==> src/rtl/cdc_sched_pkg.sv <==
// Shared definitions for the CDC transmit scheduler slice.
//   - sched_state_t : scheduler FSM encoding (IDLE/SETUP/HOLD/GAP)
//   - clog2/id_width : sizing helpers for indices and counters
//   - DEFAULT_HOLD/DEFAULT_GAP : default enable high/low lengths
package cdc_sched_pkg;

  typedef enum logic [1:0] {
    S_IDLE  = 2'd0,
    S_SETUP = 2'd1,
    S_HOLD  = 2'd2,
    S_GAP   = 2'd3
  } sched_state_t;

  localparam int DEFAULT_HOLD = 3;
  localparam int DEFAULT_GAP  = 3;

  // Ceiling log2; clog2(1) = 0.
  function automatic int clog2(input int value);
    int r;
    r = 0;
    while ((1 << r) < value) r++;
    return r;
  endfunction

  // Index/counter width that never collapses to zero bits.
  function automatic int id_width(input int value);
    return (clog2(value) < 1) ? 1 : clog2(value);
  endfunction

endpackage

==> src/rtl/cdc_rr_arbiter.sv <==
// Requester arbiter for cdc_tx_scheduler.
// Build option: CDC_ARB_RR_EN defined -> round-robin starting at an internal
// pointer that advances past each winner; undefined -> fixed priority,
// lowest index wins, no pointer state.
// Ports:
//   CLK, RST     : source clock, asynchronous active-low reset
//   req [NREQ]   : request vector
//   advance      : a grant was accepted this cycle
//   grant [NREQ] : one-hot grant (all zero when nothing requests)
//   index        : binary index of the granted requester
module cdc_rr_arbiter
  import cdc_sched_pkg::*;
#(
  parameter int NREQ = 2
) (
  input  logic                      CLK,
  input  logic                      RST,
  input  logic [NREQ-1:0]           req,
  input  logic                      advance,
  output logic [NREQ-1:0]           grant,
  output logic [id_width(NREQ)-1:0] index
);

  localparam int IDW = id_width(NREQ);

  logic found;

`ifdef CDC_ARB_RR_EN
  logic [IDW-1:0] ptr;

  // Pointer moves only on an accept, to the slot just past the winner.
  always_ff @(posedge CLK or negedge RST) begin
    if (!RST) begin
      ptr <= '0;
    end else if (advance) begin
      ptr <= (int'(index) == NREQ - 1) ? '0 : IDW'(int'(index) + 1);
    end
  end

  // Two passes avoid a variable rotate: first search from the pointer
  // upward, then wrap around from index 0.
  always_comb begin
    grant = '0;
    index = '0;
    found = 1'b0;
    for (int i = 0; i < NREQ; i++) begin
      if (!found && req[i] && (i >= int'(ptr))) begin
        found    = 1'b1;
        grant[i] = 1'b1;
        index    = IDW'(i);
      end
    end
    for (int i = 0; i < NREQ; i++) begin
      if (!found && req[i]) begin
        found    = 1'b1;
        grant[i] = 1'b1;
        index    = IDW'(i);
      end
    end
  end
`else
  logic unused_rr_inputs;
  assign unused_rr_inputs = ^{CLK, RST, advance};

  always_comb begin
    grant = '0;
    index = '0;
    found = 1'b0;
    for (int i = 0; i < NREQ; i++) begin
      if (!found && req[i]) begin
        found    = 1'b1;
        grant[i] = 1'b1;
        index    = IDW'(i);
      end
    end
  end
`endif

endmodule

==> src/rtl/cdc_tx_scheduler.sv <==
// Source-domain scheduler feeding a bus-enable data synchronizer.
// Arbitrates NREQ requesters, captures the winner's word onto unsync_bus and
// sequences bus_enable as SETUP(low 1) -> HOLD(high HOLD) -> GAP(low GAP) so
// the destination sees one clean rising edge per word with stable data.
// Build option: CDC_ARB_RR_EN selects round-robin arbitration (default build
// uses fixed lowest-index priority); timing is identical in both builds.
// Ports:
//   CLK, RST    : source clock, asynchronous active-low reset
//   req_valid   : per-requester word available
//   req_data    : packed words, requester i at [i*WIDTH +: WIDTH]
//   req_ready   : one-hot accept, only asserted in IDLE
//   unsync_bus  : registered captured word toward the synchronizer
//   bus_enable  : registered enable level toward the synchronizer
//   grant_id    : index of the last accepted requester
//   busy        : high whenever the FSM is not IDLE
module cdc_tx_scheduler
  import cdc_sched_pkg::*;
#(
  parameter int WIDTH = 8,
  parameter int NREQ  = 2,
  parameter int HOLD  = DEFAULT_HOLD,
  parameter int GAP   = DEFAULT_GAP
) (
  input  logic                      CLK,
  input  logic                      RST,
  input  logic [NREQ-1:0]           req_valid,
  input  logic [NREQ*WIDTH-1:0]     req_data,
  output logic [NREQ-1:0]           req_ready,
  output logic [WIDTH-1:0]          unsync_bus,
  output logic                      bus_enable,
  output logic [id_width(NREQ)-1:0] grant_id,
  output logic                      busy
);

  localparam int IDW = id_width(NREQ);
  localparam int CW  = id_width(((HOLD > GAP) ? HOLD : GAP) + 1);

  sched_state_t   state;
  sched_state_t   next_state;
  logic [CW-1:0]  cnt;
  logic [NREQ-1:0] grant;
  logic [IDW-1:0] grant_idx;
  logic           accept;
  logic [WIDTH-1:0] sel_word;

  cdc_rr_arbiter #(
    .NREQ(NREQ)
  ) u_arb (
    .CLK    (CLK),
    .RST    (RST),
    .req    (req_valid),
    .advance(accept),
    .grant  (grant),
    .index  (grant_idx)
  );

  // One-hot grant selects the captured word without a variable part-select.
  always_comb begin
    sel_word = '0;
    for (int i = 0; i < NREQ; i++) begin
      if (grant[i]) sel_word = req_data[i*WIDTH +: WIDTH];
    end
  end

  always_comb begin
    next_state = state;
    req_ready  = '0;
    accept     = 1'b0;
    case (state)
      S_IDLE: begin
        req_ready = grant;
        if (|req_valid) begin
          accept     = 1'b1;
          next_state = S_SETUP;
        end
      end
      S_SETUP: next_state = S_HOLD;
      S_HOLD:  if (cnt == '0) next_state = S_GAP;
      S_GAP:   if (cnt == '0) next_state = S_IDLE;
      default: next_state = S_IDLE;
    endcase
  end

  always_ff @(posedge CLK or negedge RST) begin
    if (!RST) state <= S_IDLE;
    else      state <= next_state;
  end

  // Loaded on entry to HOLD and to GAP; the phase ends when it reads zero,
  // so a length of 1 loads 0 and lasts exactly one cycle.
  always_ff @(posedge CLK or negedge RST) begin
    if (!RST) begin
      cnt <= '0;
    end else if (state == S_SETUP) begin
      cnt <= CW'(HOLD - 1);
    end else if ((state == S_HOLD) && (cnt == '0)) begin
      cnt <= CW'(GAP - 1);
    end else if (cnt != '0) begin
      cnt <= cnt - CW'(1);
    end
  end

  // bus_enable is registered from the next state so it is a clean flop
  // output; the word is only replaced on an accept, freezing it through GAP.
  always_ff @(posedge CLK or negedge RST) begin
    if (!RST) begin
      bus_enable <= 1'b0;
      unsync_bus <= '0;
      grant_id   <= '0;
    end else begin
      bus_enable <= (next_state == S_HOLD);
      if (accept) begin
        unsync_bus <= sel_word;
        grant_id   <= grant_idx;
      end
    end
  end

  assign busy = (state != S_IDLE);

endmodule

==> config.mk <==
export PLATFORM = sky130hd
export DESIGN_NAME = cdc_tx_scheduler
export DESIGN_NICKNAME = d
export VERILOG_FILES = /design/src/rtl/cdc_sched_pkg.sv /design/src/rtl/cdc_rr_arbiter.sv /design/src/rtl/cdc_tx_scheduler.sv
export SDC_FILE = /design/constraint.sdc
export NUM_CORES = 1
export LEC_CHECK = 0
export ABC_AREA = 1
export CORE_MARGIN = 10
export CORE_UTILIZATION = 40
export DETAILED_ROUTE_END_ITERATION = 7
export GPL_TIMING_DRIVEN = 0
export PLACE_DENSITY = 0.82
export REMOVE_ABC_BUFFERS = 1
export SLEW_MARGIN = 10
export SYNTH_ARGS = -nofsm -noshare
export SYNTH_HDL_FRONTEND = slang
export SYNTH_SLANG_ARGS = --single-unit
export TNS_END_PERCENT = 20
==> constraint.sdc <==
create_clock -name CLK -period 2.3 [get_ports CLK]
set_clock_uncertainty 0.05 [all_clocks]
set_input_delay 0.23 -clock CLK [delete_from_list [all_inputs] [get_ports CLK]]
set_output_delay 0.23 -clock CLK [all_outputs]
set_load 0.005 [all_outputs]
### Yosys cells after proc, flatten, opt, wreduce, memory -nomap -nowiden

Index checks and enable logic that the tools add are counted.

* bits of input ports: 20
* RAM bits: 0
* bits in registers: 14
* output and inout bits: 13
* latch bits: 0
* ROM bits: 0
* logic and storage cells: 33
* memories: 0

* shifts and indexed selects: 0
* multiply operators: 0
* add/subtract/negate cells: 1
* div/mod/pow operators: 0
* muxes and demuxes: 14
* equal/unequal tests: 4
* order comparisons: 0
* reduce and logical (&&, ||, !) cells: 9
* bitwise logic cells: 0

Operator list (number)
* 8-bit two-way mux: 2
* 2-bit two-way mux: 7
* 2-bit one-hot mux with 4 select lines: 1
* 2-bit equality test, second input constant: 3
* 2-bit zero test: 2
* 1-bit two-way mux: 4
* 2-bit nonzero test: 2
* 3-bit nonzero test: 1
* 2-bit by 1-bit equality test with 1-bit output, second input constant: 1
* 1-bit logical AND: 2
* 2-bit OR reduction: 1
* 2-bit by 1-bit subtractor with 2-bit output, second input constant: 1
* 1-bit zero test: 1

### Logic depth before layout (Yosys ltp)

Gate-level depths: netlist (run 1).

* depth in word-level cells: 5
* mapped depth: 7
* mapped depth without buffers: 7

### Hierarchy

Synthesis (run 1) repeated with hierarchy kept, for this count alone.

* cells, all modules: 106
* area, all modules: 770.7 um^2

Modules (own cells, without submodules)
* cdc_tx_scheduler: cells each 102, times used 1, sequential area each 350.3 um^2, area an instance 745.7 um^2
* cdc_rr_arbiter: cells each 4, times used 1, sequential area each 0.0 um^2, area an instance 25.0 um^2

### Least setup slack after synthesis (run 1)

No wires, ideal clock.

* path type: reg2reg
* start point: register cnt[0]
* end point: register bus_enable
* clock period less this slack: 1.057 ns
* data required time: 2.130 ns
* setup slack: 1.243 ns
* buffers on the path: 0
* data arrival time: 0.886 ns
* stages on the path, launching flop included: 6
* setup time: 0.120 ns
* cells stage by stage: dfrtp_1 > inv_1 > ha_1 > a21oi_1 > nor2_1 > nor2_1

* word-level cells in the longest chain between the ends: 4
* elaborated cells between the ends (all ways): 5
* those cells by class: eq/ne: 1; mux: 3; reduce/logical: 1

Ends and longest elaborated chain
* start: declaration: line cdc_tx_scheduler.sv:40 `logic [CW-1:0] cnt;`
* start signal: assignment: line cdc_tx_scheduler.sv:95 `cnt <= CW'(HOLD - 1);`
* start signal: assignment: line cdc_tx_scheduler.sv:97 `cnt <= CW'(GAP - 1);`
* start signal: assignment: line cdc_tx_scheduler.sv:99 `cnt <= cnt - CW'(1);`
* 2-bit zero test (*): line cdc_tx_scheduler.sv:78, cdc_tx_scheduler.sv:79
* 2-bit two-way mux, on equally long branches: line cdc_tx_scheduler.sv:79, cdc_tx_scheduler.sv:78
* 2-bit one-hot mux with 4 select lines (*): line cdc_tx_scheduler.sv:69 `case (state)`
* 2-bit equality test (*): line cdc_tx_scheduler.sv:111 `bus_enable <= (next_state == S_HOLD);`
* end signal: assignment: line cdc_tx_scheduler.sv:111
* end: declaration: line cdc_tx_scheduler.sv:30 `output logic bus_enable,`

Mark *: on every way between the ends. The rest lies on a longest branch, timed or not.
A chain may end at the register's enable or synchronous reset.

### Worst setup path after layout (run 1)

* start point: input port req_valid[1]
* end point: output port req_ready[1]

* word-level cells in the longest chain between the ends: 3

Ends and longest elaborated chain
* start: declaration: line cdc_tx_scheduler.sv:26 `input logic [NREQ-1:0] req_valid,`
* 1-bit logical AND: line cdc_rr_arbiter.sv:70 `if (!found && req[i]) begin`
* 1-bit two-way mux: line cdc_rr_arbiter.sv:70
* 2-bit two-way mux: line cdc_tx_scheduler.sv:69
* end: declaration: line cdc_tx_scheduler.sv:28 `output logic [NREQ-1:0] req_ready,`

No other way between the ends.

==> results of run 1 <==
[flip-flops by register name, indices dropped and copies added, names as in the netlist]
signal,count
grant_id,1
unsync_bus,8
bus_enable,1
cnt,2
state,2
[layer usage]
| metal | share of wire (%) | up-vias |
|---|---|---|
| met5 | 0 | - |
| met4 | 0.87 | 0 |
| met3 | 11 | 2 |
| met2 | 45 | 26 |
| met1 | 42 | 300 |
| li1 | - | 383 |
[final timing paths]
path	cells past startpoint	slack (ns)	to	startpoint
worst max-delay path	4	0.31	req_ready[1]	req_valid[1]
worst min-delay path	1	0.28	cnt[1]$_DFFE_PN0P_	RST
worst max register to register	5	1.12	bus_enable$_DFF_PN0_	cnt[0]$_DFFE_PN0P_
worst min register to register	2	0.43	unsync_bus[2]$_DFFE_PN0P_	unsync_bus[2]$_DFFE_PN0P_
max in group asynchronous	1	1.53	unsync_bus[1]$_DFFE_PN0P_	RST
min in group CLK	2	0.43	unsync_bus[2]$_DFFE_PN0P_	unsync_bus[2]$_DFFE_PN0P_
[stage by stage]
step,instance area [sq um],utilization [%],power [mW],worst slack (ns),std cells
final,1140,63.93,1.227,0.3052,161
after global routing,1140,63.93,1.342,0.2112,161
after CTS,1134,63.58,1.252,0.003843,161
after detailed placement,1097,61.54,1.079,0.002350,157
after global placement,1097,61.54,1.038,0.03180,157
after floorplan,745.7,-,0.7635,1.243,100
[cell usage in the layout, fill, tap and decap left out]
cell,n
a21oi_1,1
clkinvlp_4,1
clkbuf_8,1
nor2_4,2
clkbuf_4,3
dfrtp_1,14
nand2_1,51
ha_1,2
nor2_1,5
dlymetal6s2s_1,1
nand2_4,1
o21ai_4,1
inv_2,1
nand4_1,2
clkdlybuf4s50_1,31
inv_1,8
nand3_1,11
[layout make-up]
| cell class | count | share of cell area (%) |
|---|---|---|
| Clock buffer | 4 | 3.183 |
| Timing Repair Buffer | 32 | 28.32 |
| Tap cell | 25 | 2.744 |
| Multi-Input combinational cell | 76 | 31.39 |
| Sequential cell | 14 | 30.74 |
| Inverter | 10 | 3.622 |
[power by group]
part           switching (mW)  internal, mW
Sequential             0.0785         0.361
Combinational           0.304         0.313
Clock                  0.0743        0.0961
Total                   0.457         0.770
[worst max-delay path, stage by stage]
cell and delay (ns):
clkdlybuf4s50_1 0.73, nand3_1 0.16, inv_1 0.08, clkdlybuf4s50_1 0.52
[cells by family (layout without fill, tap and decap cells)]
group,count (synthesis),after routing,share of synthesized area [%]
flip-flops,14,14,45.60
AND/OR/NAND/NOR,72,72,40.55
buffers and inverters,12,46,7.817
adder cells (fa/ha/maj),2,2,3.257
AO/OA/AOI/OAI,2,2,2.769
[what timing repair did]
item | CTS | global route
endpoints found under the setup margin | 0 | 2
gates resized for setup | 0 | 2
hold buffers | 0 | 0
==> impl_results.md, run 1 <==
- Met2 GRT Util: 14.80%
- WHS: 0.2831 ns
- Power Density: 1076 mW/mm^2
- Initial DRC count: 8
- ANT nets after route: 0
- Root Driver: clkbuf_4
- Final hold vios: 0
- DR pass1 iterations: 4
- Synth Instances: 102
- # setup viols final: 0
- Top cells by count, synth: nand2_1 (51), dfrtp_1 (14), nand3_1 (11), inv_1 (8), nor2_1 (5)
- Seq cells post-synth: 14
- Slew @ Worst Pin: 0.6002 ns
- CTS Sinks: 14
- Largest net degree at the start of global routing: 15
- Number of buffers created by CTS: 3
- First-pass GRT wire length: 3153 um
- Initial core utilization: 43.09%
- Leakage power: 0.5928 nW
- Top cells by area, synth: dfrtp_1 (46%), nand2_1 (25%), nand3_1 (7.2%)
- Final slew viol count: 0
- Status: completed
- Clock transition at path regs: 0.08 ns
- Hold Crit Class: in2async
- HPWL after DPL: 1606 um
- Fillers: 157
- Crit path DAT: 1.71 ns
- Clock buffer depth: 2
- Setup bufs post-CTS: 0
- Gpl congestion: 0.6783
- Register area: 350.3 sq um
- Register area share after synthesis: 45.60%
- Gr usage total: 9.436%
- Final net count: 159
- WP data required: 2.02 ns
- # diodes: 0
- Horiz. Die Dim: 63.83 um
- Synth warn: 0
- GR Util met3: 6.098%
- Initial antenna violation count: 0
- TNS Setup: 0 ns
- Die Ht: 63.83 um
- Area leader, netlist: dfrtp_1
- TritonCTS clock tree: yes
- Total number of vias: 711
- Worst setup SP type: input pin
- Fmax: 501.3 MHz
- Synthesis-to-layout area growth: 48.37%
- Library cells used by synthesis: 14
- MaxCap Viol Count: 0
- Die area: 0.004074 sq mm
- Syn Area/Cell: 7.532 sq um
- Setup CP Type: in2out
- Highest net fanout along the worst path: 11
- Asr flop ratio synth: 100.0%
- Share of cells above drive strength 1: 7.353%
- Post-synth EDFFs: 0
- RSZ-0062 raised after global routing: no
- Top-level I/O count: 33
- Routed len/inst: 11.42 um
- Cell Area, Synth: 768.2 sq um
- DRC: 0
- Post-synth top area share: 45.60%
- H-Tree Depth: 1
- Met1 usage: 9.749%
- Vias in the first global route: 741
- Worst-Skew Late Latency: 0.27 ns
- Most frequent cell after synthesis: nand2_1
- CP Capture Type: output pin
- Max_slew headroom: 59.86%
- GRT Max-Usage Layer: met2
- Primary FF master, synth: dfrtp_1
- Total congestion overflow: 0
- Peak VDD IR: 0.4955 mV
- Final WL: 1838 um
- Via/cell ratio: 4.416
- Rows: 15
- Core box area: 0.001783 sq mm
- Min Clock Period, post-route: 1.995 ns
- Multi-input combinational cell area: 357.8 sq um
- PortBufs: 32
- Crit share post-route: 86.73%
No activity file was read; power rests on OpenSTA's default activity.
==> inputs of run 2 (changes only) <==
--- a/config.mk
+++ b/config.mk
@@ -5,12 +5,12 @@
 export SDC_FILE = /design/constraint.sdc
 export NUM_CORES = 1
 export LEC_CHECK = 0
-export ABC_AREA = 1
 export CORE_MARGIN = 10
-export CORE_UTILIZATION = 40
+export CORE_UTILIZATION = 43
 export DETAILED_ROUTE_END_ITERATION = 7
 export GPL_TIMING_DRIVEN = 0
-export PLACE_DENSITY = 0.82
+export MAX_ROUTING_LAYER = met4
+export PLACE_DENSITY = 0.88
 export REMOVE_ABC_BUFFERS = 1
 export SLEW_MARGIN = 10
 export SYNTH_ARGS = -nofsm -noshare
==> run 2 against run 1 <==
Flip-flop and latch count unchanged; critical path type is now reg2out; combinational power increased by 3.4%; hold slack better by 0.0078 ns; largest power group unchanged; synthesized cell count shrank 25%; via count increased by 2.4%.
==> impl_results.md, run 2 <==
- Via/cell ratio: 5.871
- Status: completed
- Die area: 0.003813 sq mm
- Final net count: 130
- Gr usage total: 11.98%
- Total number of vias: 728
- Total congestion overflow: 0
- Primary FF master, synth: dfrtp_1
- Largest net degree at the start of global routing: 20
- Routed len/inst: 17.69 um
- H-Tree Depth: 1
- First-pass GRT wire length: 3325 um
- MaxCap Viol Count: 0
- TNS Setup: 0 ns
- Hold_buf cts: 0
- Leading cell types in the layout, fill and taps excluded: clkdlybuf4s50_1 (31), dfrtp_1 (14), nor2b_1 (8), a31oi_1 (8), a22oi_1 (8)
- Final hold vios: 0
- Worst-Skew Late Latency: 0.28 ns
- # setup viols final: 0
- PostCTS Resize Cnt: 2
- Top cells by area, synth: dfrtp_1 (47%), a22oi_1 (8.0%), a31oi_1 (6.7%)
- Horiz. Die Dim: 61.75 um
- # diodes: 0
- RSZ-0062 raised after global routing: no
- Synth warn: 0
- ANT nets after route: 0
- WP data required: 2.02 ns
- Syn Area/Cell: 9.861 sq um
- Worst setup SP type: register
- Top cells by count, synth: dfrtp_1 (14), a22oi_1 (8), a31oi_1 (8), nor2b_1 (8), o21ai_0 (7)
- Share of cells above drive strength 1: 7.477%
- Highest net fanout along the worst path: 10
- Crit path DAT: 1.91 ns
- Largest regs: unsync_bus (8), cnt (2), state (2)
- PortBufs: 32
- Worst path cell trace: nor3b_4 -> clkdlybuf4s50_1
- Leakage power: 0.4495 nW
- Number of buffers created by CTS: 3
- Setup bufs post-CTS: 0
- Area leader, netlist: dfrtp_1
- Tot Pwr: 1.286 mW
- Synthesis-to-layout area growth: 47.25%
- Final slew viol count: 0
- Register area share after synthesis: 46.74%
- Most frequent cell after synthesis: dfrtp_1
- CP max-delay cell: clkdlybuf4s50_1
- Asr flop ratio synth: 100.0%
- Synth Instances: 76
- Cell Area, Synth: 749.5 sq um
- Top-level I/O count: 33
- CP Capture Type: output pin
- Root Driver: clkbuf_4
- Crit share post-route: 95.24%
- Vias in the first global route: 714
- DR pass1 iterations: 4
- CTS Sinks: 14
- Power Density: 1165 mW/mm^2
- Min Clock Period, post-route: 2.190 ns
- Most flops, register: unsync_bus
- Clock transition at path regs: 0.09 ns
- Die Ht: 61.75 um
- Clock buffer depth: 2
- Core box area: 0.001689 sq mm
- Initial core utilization: 44.37%
- Setup CP Type: reg2out
- Gpl congestion: 0.7332
- Initial antenna violation count: 0
- Rows: 15
- CP max stage delay: 0.60 ns
- Max_slew headroom: 54.06%
- Peak VDD IR: 0.5954 mV
- DP Worst Slack: 0.004946 ns
- Slew @ Worst Pin: 0.6869 ns
- Post-synth EDFFs: 0
- Final WL: 2194 um
- DRC: 0
- Commonest non-fill, non-tap cell in the layout: clkdlybuf4s50_1
- WP buf/inv: 1
- Seq cells post-synth: 14
- Hold Crit Class: in2async
- Fmax: 456.5 MHz
- Number of flip-flops in the largest register: 8
- TritonCTS clock tree: yes
- Setup ws final: 0.1095 ns
- Initial DRC count: 20
- Post-synth top area share: 46.74%
- CP delay by family, top: buffers and inverters
- Library cells used by synthesis: 26
## run 2: area by class of cell
class	instances	area (sq um)
fill	139	585.6
multi-input combinational	53	361.6
sequential	14	350.3
timing repair buffer	32	319.1
clock buffer	4	36.28
tap	17	21.27
inverter	4	15.01
## run 2: worst paths after layout
kind	start	endpoint	slack (ns)	cells past startpoint
worst max-delay path	state[0]$_DFF_PN0_	req_ready[0]	0.11	2
worst min-delay path	RST	unsync_bus[7]$_DFFE_PN0P_	0.29	1
worst max register to register	state[0]$_DFF_PN0_	unsync_bus[3]$_DFFE_PN0P_	0.75	4
worst min register to register	grant_id$_DFFE_PN0P_	grant_id$_DFFE_PN0P_	0.46	2
max in group asynchronous	RST	cnt[0]$_DFFE_PN0P_	1.49	1
min in group CLK	grant_id$_DFFE_PN0P_	grant_id$_DFFE_PN0P_	0.46	2
## run 2: where the power goes
group	leakage [nW]	switching [mW]	internal, mW
clock network	0.0210	0.0838	0.0961
registers	0.156	0.102	0.367
logic	0.273	0.259	0.378
total	0.449	0.445	0.841
## run 2: cell families (layout without fill, tap and decap cells)
group / count (synthesis) / count (layout) / synth area share, %
buffers and inverters: 9 / 40 / 5.673
adder cells (fa/ha/maj): 2 / 2 / 3.338
AO/OA/AOI/OAI: 31 / 31 / 28.05
flip-flops: 14 / 14 / 46.75
AND/OR/NAND/NOR: 20 / 20 / 16.20
## run 2: metrics by stage
| stage | util, % | hold WS [ns] | instance area, sq um | std cells |
|---|---|---|---|---|
| final | 65.33 | 0.2909 | 1104 | 124 |
| after global routing | 65.33 | 0.3320 | 1104 | 124 |
| after CTS | 65.33 | 0.3160 | 1104 | 124 |
| after detailed placement | 62.96 | 0.4463 | 1064 | 120 |
| after global placement | 62.96 | 0.4398 | 1064 | 120 |
| after floorplan | - | -0.1156 | 721.9 | 71 |
## run 2: worst register-to-register path, delay by kind of cell (launching register included)
kind	cells	cell delay, ns
flip-flops	1	0.53
buffers and inverters	1	0.16
AND/OR/NAND/NOR	1	0.37
AO/OA/AOI/OAI	2	0.31
## run 2: per-layer routing
layer	GRT usage, %	share of wire [%]
met4	2.866	0.23
met1	12.98	43
met5	-	0
met2	20.64	47
met3	4.065	9.1
==> inputs of run 3 (changes only) <==
--- a/config.mk
+++ b/config.mk
@@ -12,6 +12,7 @@
 export MAX_ROUTING_LAYER = met4
 export PLACE_DENSITY = 0.88
 export REMOVE_ABC_BUFFERS = 1
+export SETUP_SLACK_MARGIN = 0.1
 export SLEW_MARGIN = 10
 export SYNTH_ARGS = -nofsm -noshare
 export SYNTH_HDL_FRONTEND = slang
==> run 3 against run 2 <==
Largest power group unchanged; largest cell class unchanged; setup slack improved by 0.024 ns; count of clock-buffer cells in the layout did not move; power is 2.2% higher; clock power hardly changed.
==> impl_results.md, run 3 (synthesis results as in run 2) <==
- Status: completed
- DR pass1 iterations: 4
- TNS Setup: 0 ns
- Internal: 0.8596 mW
- RSZ-0062 raised after global routing: yes
- Final net count: 133
- CP max stage delay: 0.60 ns
- WP data required: 2.02 ns
- Most flops, register: unsync_bus
- WHS: 0.2919 ns
- Via/cell ratio: 5.992
- Min Clock Period, post-route: 2.166 ns
- Initial antenna violation count: 0
- Rows: 15
- Power Density: 1165 mW/mm^2
- Initial core utilization: 44.37%
- Fmax: 461.6 MHz
- Combinational share of power: 50.4%
- MaxCap Viol Count: 0
- Gpl congestion: 0.7332
- Gr usage total: 11.98%
- Peak VDD IR: 0.6011 mV
- Largest regs: unsync_bus (8), cnt (2), state (2)
- Slew @ Worst Pin: 0.6815 ns
- Psw: 0.4549 mW
- Final slew viol count: 0
- Clock buffer depth: 2
- Crit path DAT: 1.89 ns
- # diodes: 0
- Synthesis-to-layout area growth: 50.58%
- Post-placement cell area: 0.001064 sq mm
- Root Driver: clkbuf_4
- Leading cell types in the layout, fill and taps excluded: clkdlybuf4s50_1 (30), dfrtp_1 (14), nor2b_1 (8), a31oi_1 (8), a22oi_1 (8)
- ANT nets after route: 0
- Final hold vios: 0
- H-Tree Depth: 1
- Tot Pwr: 1.314 mW
- Largest net degree at the start of global routing: 20
- Commonest non-fill, non-tap cell in the layout: clkdlybuf4s50_1
- Routed len/inst: 17.87 um
- Horiz. Die Dim: 61.75 um
- Setup CP Type: reg2out
- Leakage power: 0.4741 nW
- Fillers: 135
- Sw frac: 34.61%
- Highest net fanout along the worst path: 10
- Finished Core Util: 66.81%
- Max_slew headroom: 54.49%
- Worst path cell trace: nor3b_4 -> clkdlybuf4s50_1
- Vias in the first global route: 714
- Finished Cell Area: 0.001129 sq mm
- Share of cells above drive strength 1: 10.00%
- Die area: 0.003813 sq mm
- Clock share of power: 13.7%
- Total number of vias: 761
- First-pass GRT wire length: 3325 um
- CP max-delay cell: clkdlybuf4s50_1
- DRC: 0
- Initial DRC count: 13
- Clock transition at path regs: 0.09 ns
- Die Ht: 61.75 um
- Top-level I/O count: 33
- # setup viols final: 0
- Core box area: 0.001689 sq mm
- Worst setup SP type: register
- Final WL: 2269 um
- PortBufs: 32
- CTS Sinks: 14
- Number of flip-flops in the largest register: 8
- Hold Crit Class: in2async
- Worst-Skew Late Latency: 0.27 ns
- Flop pwr share: 35.8%
- CP Capture Type: output pin
- Number of buffers created by CTS: 3
- Crit share post-route: 94.19%
- TritonCTS clock tree: yes
- Total congestion overflow: 0
run 3: cell types whose count changed in the layout (fill, tap and decap cells not counted), sizes merged:
cell	delta
buf	+3
clkdlybuf4s50	-1
dlymetal6s2s	+1
run 3: path summary, 6_finish.rpt:
kind / startpoint / endpoint / slack, ns / cells after the start
worst max-delay path: state[0]$_DFF_PN0_ / req_ready[0] / 0.13 / 2
worst max register to register: cnt[1]$_DFFE_PN0P_ / bus_enable$_DFF_PN0_ / 0.87 / 5
max in group asynchronous: RST / cnt[0]$_DFFE_PN0P_ / 1.50 / 1
worst min-delay path: RST / unsync_bus[7]$_DFFE_PN0P_ / 0.29 / 1
worst min register to register: grant_id$_DFFE_PN0P_ / grant_id$_DFFE_PN0P_ / 0.46 / 2
min in group CLK: grant_id$_DFFE_PN0P_ / grant_id$_DFFE_PN0P_ / 0.46 / 2
run 3: stage by stage:
stage               setup WS [ns]  instances
floorplan                  0.8638         71
global placement         0.002677        120
detailed placement       0.004946        120
CTS                        0.1303        124
global route              0.06086        127
finish                     0.1336        127
run 3: timing repair:
action | in CTS | in global routing
setup endpoints to repair | 3 | 2
setup buffers | 0 | 3
hold buffers | 0 | 0
gates resized for setup | 2 | 1
pin swaps | 0 | 2
run 3: power by group through the flow:
stage,registers [mW],logic [mW],clock network [mW]
final,0.471,0.663,0.181
after global placement,0.458,0.619,0
after CTS,0.467,0.647,0.184
after detailed placement,0.465,0.645,0
after global routing,0.490,0.720,0.202
after floorplan,0.465,0.331,0
run 3: worst max-delay path: cells and delay by family, from the launching register on:
| kind | cells | cell delay, ns |
|---|---|---|
| flip-flops | 1 | 0.53 |
| buffers and inverters | 1 | 0.60 |
| AND/OR/NAND/NOR | 1 | 0.47 |
run 3: cell type report:
type                            instances  area, sq um  share of cell area (%)
Inverter                                4        15.01                   1.330
Timing Repair Buffer                   35        344.1                   30.49
Multi-Input combinational cell         53        361.6                   32.04
Tap cell                               17        21.27                   1.885
Sequential cell                        14        350.3                   31.04
Clock buffer                            4        36.28                   3.215
run 3: layer usage:
layer | track usage, % | up-vias | share of wire [%]
met5 | - | - | 0
met4 | 2.866 | 0 | 0.22
met3 | 4.065 | 2 | 10
met2 | 20.64 | 28 | 48
met1 | 12.98 | 380 | 42
li1 | - | 351 | -
